<file path="src/rtl/io_pkg.sv">
// io_pkg: shared types and helpers for the IO writeback scheduler.
// Provides the buffered writeback entry type and round-robin wrap helper.
package io_pkg;

    localparam int IO_DATABITWIDTH    = 16;
    localparam int IO_REGADDRBITWIDTH = 4;

    typedef struct packed {
        logic [IO_REGADDRBITWIDTH-1:0] dest;
        logic [IO_DATABITWIDTH-1:0]    data;
    } wb_entry_t;

    // Next round-robin position after ptr, wrapping count-1 -> 0.
    function automatic int rr_next(input int ptr, input int count);
        return (ptr + 1 >= count) ? 0 : ptr + 1;
    endfunction

endpackage

</file>
<file path="src/rtl/io_writeback_scheduler_if.sv">
// io_writeback_scheduler_if: per-source writeback handshakes plus the
// single core-side writeback port. slave = scheduler, master = environment.
interface io_writeback_scheduler_if #(
    parameter int DATABITWIDTH    = 16,
    parameter int PORTCOUNT       = 14,
    parameter int REGADDRBITWIDTH = 4
);
    logic [PORTCOUNT-1:0]                      InputACK;
    logic [PORTCOUNT-1:0]                      InputREQ;
    logic [PORTCOUNT-1:0][DATABITWIDTH-1:0]    InputData;
    logic [PORTCOUNT-1:0][REGADDRBITWIDTH-1:0] InputAddr;
    logic                                      OutputACK;
    logic                                      OutputREQ;
    logic [DATABITWIDTH-1:0]                   OutputData;
    logic [REGADDRBITWIDTH-1:0]                OutputAddr;

    modport slave (
        input  InputACK, InputData, InputAddr, OutputREQ,
        output InputREQ, OutputACK, OutputData, OutputAddr
    );

    modport master (
        output InputACK, InputData, InputAddr, OutputREQ,
        input  InputREQ, OutputACK, OutputData, OutputAddr
    );
endinterface

</file>
<file path="src/rtl/io_rr_picker.sv">
// io_rr_picker: combinational rotate-priority pick. Searches i_req from
// i_ptr upward with wrap; ports i_req, i_ptr -> o_onehot, o_idx, o_any.
module io_rr_picker #(
    parameter int N  = 14,
    parameter int IW = $clog2(N)
) (
    input  logic [N-1:0]  i_req,
    input  logic [IW-1:0] i_ptr,
    output logic [N-1:0]  o_onehot,
    output logic [IW-1:0] o_idx,
    output logic          o_any
);
    always_comb begin
        int j;
        j        = 0;
        o_onehot = '0;
        o_idx    = '0;
        o_any    = 1'b0;
        for (int k = 0; k < N; k++) begin
            j = int'(i_ptr) + k;
            if (j >= N) j = j - N;
            if (!o_any && i_req[IW'(j)]) begin
                o_any              = 1'b1;
                o_idx              = IW'(j);
                o_onehot[IW'(j)]   = 1'b1;
            end
        end
    end
endmodule

</file>
<file path="src/rtl/io_writeback_scheduler.sv">
// io_writeback_scheduler: round-robin arbiter over PORTCOUNT sources into a
// 2-entry writeback buffer. Ports: sys_clk, async_rst (async, active-low),
// clk_en, wb (slave handshake bundle), GrantPort (debug accepted index).
// Optional IOWB_PRIORITY_EN: ports [PRIOPORTS-1:0] win by fixed priority.
module io_writeback_scheduler
    import io_pkg::*;
#(
    parameter int DATABITWIDTH    = IO_DATABITWIDTH,
    parameter int PORTCOUNT       = 14,
    parameter int REGADDRBITWIDTH = IO_REGADDRBITWIDTH,
    parameter int PRIOPORTS       = 4
) (
    input  logic                         sys_clk,
    input  logic                         async_rst,
    input  logic                         clk_en,
    io_writeback_scheduler_if.slave      wb,
    output logic [$clog2(PORTCOUNT)-1:0] GrantPort
);
    localparam int IW = $clog2(PORTCOUNT);

`ifdef IOWB_PRIORITY_EN
    localparam bit PRIO_EN = 1'b1;
`else
    localparam bit PRIO_EN = 1'b0;
`endif

    logic [1:0]           r_count;
    logic [IW-1:0]        r_ptr;
    wb_entry_t            r_buf [2];

    logic [PORTCOUNT-1:0] w_prio_mask;
    logic [PORTCOUNT-1:0] w_rr_onehot;
    logic [PORTCOUNT-1:0] w_pr_onehot;
    logic [PORTCOUNT-1:0] w_win_onehot;
    logic [IW-1:0]        w_rr_idx;
    logic [IW-1:0]        w_pr_idx;
    logic [IW-1:0]        w_win_idx;
    logic                 w_rr_any;
    logic                 w_pr_any;
    logic                 w_space;
    logic                 w_req_en;
    logic                 w_push;
    logic                 w_pop;
    wb_entry_t            w_new;

    always_comb begin
        w_prio_mask = '0;
        for (int i = 0; i < PORTCOUNT; i++)
            w_prio_mask[i] = PRIO_EN && (i < PRIOPORTS);
    end

    io_rr_picker #(.N(PORTCOUNT), .IW(IW)) u_rr (
        .i_req    (wb.InputACK),
        .i_ptr    (r_ptr),
        .o_onehot (w_rr_onehot),
        .o_idx    (w_rr_idx),
        .o_any    (w_rr_any)
    );

    // Fixed-priority pick is a rotate pick anchored at port 0.
    io_rr_picker #(.N(PORTCOUNT), .IW(IW)) u_prio (
        .i_req    (wb.InputACK & w_prio_mask),
        .i_ptr    ('0),
        .o_onehot (w_pr_onehot),
        .o_idx    (w_pr_idx),
        .o_any    (w_pr_any)
    );

    assign w_win_onehot = w_pr_any ? w_pr_onehot : w_rr_onehot;
    assign w_win_idx    = w_pr_any ? w_pr_idx : w_rr_idx;

    // Space depends only on registered count: no OutputREQ->InputREQ path.
    assign w_space  = (r_count != 2'd2);
    assign w_req_en = w_space && clk_en && async_rst;
    assign w_push   = w_req_en && w_rr_any;
    assign w_pop    = clk_en && (r_count != 2'd0) && wb.OutputREQ;

    assign wb.InputREQ = w_req_en ? w_win_onehot : '0;
    assign GrantPort   = w_push ? w_win_idx : '0;

    assign w_new.dest = wb.InputAddr[w_win_idx];
    assign w_new.data = wb.InputData[w_win_idx];

    assign wb.OutputACK  = (r_count != 2'd0);
    assign wb.OutputData = r_buf[0].data;
    assign wb.OutputAddr = r_buf[0].dest;

    always_ff @(posedge sys_clk or negedge async_rst) begin
        if (!async_rst) begin
            r_count  <= 2'd0;
            r_ptr    <= '0;
            r_buf[0] <= '0;
            r_buf[1] <= '0;
        end else if (clk_en) begin
            unique case ({w_push, w_pop})
                2'b10: begin
                    if (r_count == 2'd0) r_buf[0] <= w_new;
                    else                 r_buf[1] <= w_new;
                    r_count <= r_count + 2'd1;
                end
                2'b01: begin
                    r_buf[0] <= r_buf[1];
                    r_count  <= r_count - 2'd1;
                end
                // Push needs count<2, pop needs count>0: count is 1 here.
                2'b11: r_buf[0] <= w_new;
                default: ;
            endcase
            if (w_push && !w_pr_any)
                r_ptr <= IW'(rr_next(int'(w_win_idx), PORTCOUNT));
        end
    end
endmodule
</file>
<file path="src/flat_wrapper.sv">
// flat-port wrapper written by rule: the top's interface ports become plain ports
module io_writeback_scheduler_flat import io_pkg::*;
#(
    parameter int DATABITWIDTH    = IO_DATABITWIDTH,
    parameter int PORTCOUNT       = 14,
    parameter int REGADDRBITWIDTH = IO_REGADDRBITWIDTH,
    parameter int PRIOPORTS       = 4
)
  (sys_clk, async_rst, clk_en, GrantPort, wb_InputACK, wb_InputData, wb_InputAddr, wb_OutputREQ, wb_InputREQ, wb_OutputACK, wb_OutputData, wb_OutputAddr);
  io_writeback_scheduler_if #(.DATABITWIDTH(DATABITWIDTH), .PORTCOUNT(PORTCOUNT), .REGADDRBITWIDTH(REGADDRBITWIDTH)) wb_i ();
  input  logic sys_clk;
  input  logic async_rst;
  input  logic clk_en;
  output logic [$clog2(PORTCOUNT)-1:0] GrantPort;
  input wire logic [$bits(wb_i.InputACK)-1:0] wb_InputACK;
  input wire logic [$bits(wb_i.InputData)-1:0] wb_InputData;
  input wire logic [$bits(wb_i.InputAddr)-1:0] wb_InputAddr;
  input wire logic [$bits(wb_i.OutputREQ)-1:0] wb_OutputREQ;
  output wire logic [$bits(wb_i.InputREQ)-1:0] wb_InputREQ;
  output wire logic [$bits(wb_i.OutputACK)-1:0] wb_OutputACK;
  output wire logic [$bits(wb_i.OutputData)-1:0] wb_OutputData;
  output wire logic [$bits(wb_i.OutputAddr)-1:0] wb_OutputAddr;
  assign wb_i.InputACK = wb_InputACK;
  assign wb_i.InputData = wb_InputData;
  assign wb_i.InputAddr = wb_InputAddr;
  assign wb_i.OutputREQ = wb_OutputREQ;
  assign wb_InputREQ = wb_i.InputREQ;
  assign wb_OutputACK = wb_i.OutputACK;
  assign wb_OutputData = wb_i.OutputData;
  assign wb_OutputAddr = wb_i.OutputAddr;
  io_writeback_scheduler #(.DATABITWIDTH(DATABITWIDTH), .PORTCOUNT(PORTCOUNT), .REGADDRBITWIDTH(REGADDRBITWIDTH), .PRIOPORTS(PRIOPORTS)) u_core (.sys_clk(sys_clk), .async_rst(async_rst), .clk_en(clk_en), .wb(wb_i), .GrantPort(GrantPort));
endmodule
</file>
<file path="config.mk">
export PLATFORM = sky130hd
export DESIGN_NAME = io_writeback_scheduler_flat
export DESIGN_NICKNAME = d
export VERILOG_FILES = /design/src/rtl/io_pkg.sv /design/src/rtl/io_writeback_scheduler_if.sv /design/src/rtl/io_rr_picker.sv /design/src/rtl/io_writeback_scheduler.sv /design/src/flat_wrapper.sv
export SDC_FILE = /design/constraint.sdc
export NUM_CORES = 1
export LEC_CHECK = 0
export ABC_AREA = 0
export CAP_MARGIN = 25
export CORE_AREA = 8 8 125 127
export DETAILED_ROUTE_END_ITERATION = 8
export DIE_AREA = 0 0 133 135
export DONT_BUFFER_PORTS = 1
export PLACE_DENSITY_LB_ADDON = 0.3
export REMOVE_ABC_BUFFERS = 1
export SLEW_MARGIN = 5
export SYNTH_ARGS = -nofsm -noshare
export SYNTH_HDL_FRONTEND = slang
export SYNTH_SLANG_ARGS = --single-unit
</file>
<file path="constraint.sdc">
create_clock -name sys_clk -period 3.2 [get_ports sys_clk]
set_input_delay 0.64 -clock sys_clk [delete_from_list [all_inputs] [get_ports sys_clk]]
set_output_delay 0.64 -clock sys_clk [all_outputs]
set_load 0.05 [all_outputs]
</file>
==> impl_metrics.toml <==
[outcome]
outcome = "completed"

[floorplan]
rows = 43
io-pin-count = 337
initial_utilization_pct = 31.7
design.die.area_sq_um = 18000
core_area_sq_um = 13600
die_h_um = 135
die_x_um = 133

[timing]
tns_ns = 0
finalCritPeriodShare_pct = 86.4
slew_viol_final = 0
finalHoldViolCount = 0
setup_viol = 0
rsz0062_at_grt = "no"
tightest_slew_ns = 0.895
period_needed_ns = 2.76
max_freq_mhz = 362
skew_ns = 0.00508
relSlewSlack_pct = 40.3

[place]
dp.final_hpwl_um = 12700
io_buffers = 0
routabilityCongestion = 0.752
dp.cells = 667

[synthesis]
synth_fa_ha_area_share_pct = 0.871
netlist-cell-type-count = 41
synthMuxAreaShare_pct = 0
syn_inst = 541
synth_top_family_by_area = "compound AO/OA/AOI/OAI gates"
synth_simple_gate_area_share_pct = 24.8
yosys-top-cells-area = "dfrtp_1 (24%), o41ai_2 (7.5%), nand3b_1 (7.1%), buf_4 (5.1%), a311o_1 (4.6%)"
async_reset_ff_share_pct = 100
synth_warnings = 0
netlist.area_leader.share_pct = 24.4
yosysTopAreaCell = "dfrtp_1"
synth_xor_xnor_area_share_pct = 0.610
yosysSeqAreaShare_pct = 24.4
ys.flop_type = "dfrtp_1"
synth-seq-cells = 42
synth_edf_count = 0
avgSynthCellArea_sq_um = 7.97
synth_compound_area_share_pct = 36.6
syn-cell-area_sq_um = 4310

[layout]
drive_gt1_share_pct = 17.4
syn2layout_area_growth_pct = 5.57
layout.cells.non_filler = 675
layout.cells.most_common = "nand2_1"
layout_common_cells = "nand2_1 (45), dfrtp_1 (42), nand3b_1 (41)"
fin_nets = 795
antenna_cells = 0
utilization_pct = 33.4

[run]
cap_violations = 0

[clock_tree]
cts_root_buffer = "clkbuf_16"
clock_latency_ns = 0.28
numCtsBuffers = 5
clkTransAtPathRegs_ns = 0.06
cts_buffer_depth = 2
cts_tree = "done"
post_cts_buffers = 0
ctsHoldBuffers = 0
cts_resized = 0
clock_sinks = 42
htree_levels = 2

[detailed_routing]
drt_drc_violations_left = 0
antenna_left = 0
wl_per_cell_um = 26.4
routed-via-count = 4313
drt_iter0_markers = 240
dr.pass1.iters = 4
post_drt_via_cell_ratio = 6.39
finalWirelength_um = 17800

[setup_path]
required_ns = 2.56
path_cells = "nor4_4 -> nand2_1 -> buf_4 -> a2111oi_2 -> buf_4"
worstPathArrival_ns = 2.12
critical_path_class = "primary input to primary output"
slowest_stage = "nor4_4"
critPathMaxStageDelay_ns = 0.42
crit_path_max_fanout = 22
cp-start-kind = "primary input"
path_common_cell = "buf_4"
crit_path_end_kind = "primary output"

[global_route]
grt_pass1_vias = 4460
grt_first_pass_wirelength_um = 26500
gr-total-overflow = 0
antenna_found_initial = 0
grt_usage_pct = 19.0
grt_max_degree = 47

[hold_path]
hp-class = "primary input to asynchronous set/reset pin"

[power]
powerDensity_nw_per_um2 = 614
irDropWorstVdd_uv = 230
p_leak_uw = 0.00163
-- stage by stage --
| step | worst slack (ns) | cell area (sq um) | hold WS, ns | total power (uW) |
|---|---|---|---|---|
| after CTS | 0.444 | 4550 | 0.0390 | 2820 |
| final | 0.437 | 4550 | 0.0504 | 2790 |
| after detailed placement | 0.268 | 4380 | 0.346 | 2260 |
| after floorplan | -1.34 | 3870 | 0.344 | 1990 |
| after global placement | 0.380 | 4380 | 0.346 | 2210 |
| after global routing | 0.297 | 4550 | 0.0319 | 2960 |
-- final cells by class --
type                    instances  area (sq um)
fillers                      1463          9060
multi-input cells             395          2770
well taps                     180           225
inverters                      23          86.3
clock buffers                   8           166
repair buffers                 27           253
flip-flops and latches         42          1050
-- synthesized netlist by cell type (all sizes together), types with 21 or more instances --
| library cell | number |
|---|---|
| a21oi | 23 |
| o31ai | 21 |
| a211oi | 21 |
| inv | 23 |
| a2111oi | 21 |
| buf | 49 |
| nand3b | 41 |
| o21ai | 22 |
| nand2b | 22 |
| or2 | 21 |
| clkbuf | 38 |
| nand2 | 45 |
| nand3 | 22 |
| nor2 | 27 |
| dfrtp | 42 |
-- metal layers --
layer | track usage, % | share of wire (%) | vias up
met5 | 0 | 0 | -
met4 | 5.62 | 2.0 | 0
met1 | 22.2 | 40 | 2100
met3 | 7.62 | 12 | 26
li1 | - | - | 1918
met2 | 31.5 | 46 | 269
-- flip-flops by register name, indices dropped and copies added, names as in the netlist --
register and flops:
u_core.r_count 2, u_core.wb.OutputData 16, u_core.r_buf 20, u_core.wb.OutputAddr 4
-- kinds of logic after synthesis --
group	after synthesis
flip-flops	42
adder cells (fa/ha/maj)	3
other	1
XOR/XNOR	3
AND/OR/NAND/NOR	191
buffers and inverters	110
AO/OA/AOI/OAI	191
-- power by group --
part	leakage [uW]	total [uW]	internal, uW	switching, uW
clock	0.0000832	552	353	199
combinational	0.00102	866	371	495
sequential	0.000521	1380	772	604
total	0.00163	2790	1500	1300
-- path summary, 6_finish.rpt --
check	start	to	slack, ns	depth (start not counted)
setup / recovery	wb_InputACK[3]	wb_InputREQ[7]	0.44	5
hold / removal	async_rst	u_core.wb.OutputData[8]	0.05	0
setup reg to reg	u_core.r_count[1]	u_core.wb.OutputAddr[1]	0.76	9
hold reg to reg	u_core.r_buf[8]	u_core.r_buf[8]	0.48	2
max in group asynchronous	async_rst	u_core.wb.OutputData[4]	3.06	0
min in group sys_clk	u_core.r_buf[8]	u_core.r_buf[8]	0.48	2
-- critical path, delay by kind of cell --
| kind | cells | cell delay [ns] |
|---|---|---|
| simple gates | 2 | 0.55 |
| buf+inv | 2 | 0.53 |
| compound gates | 1 | 0.39 |
Power figures use the tool's default switching activity.
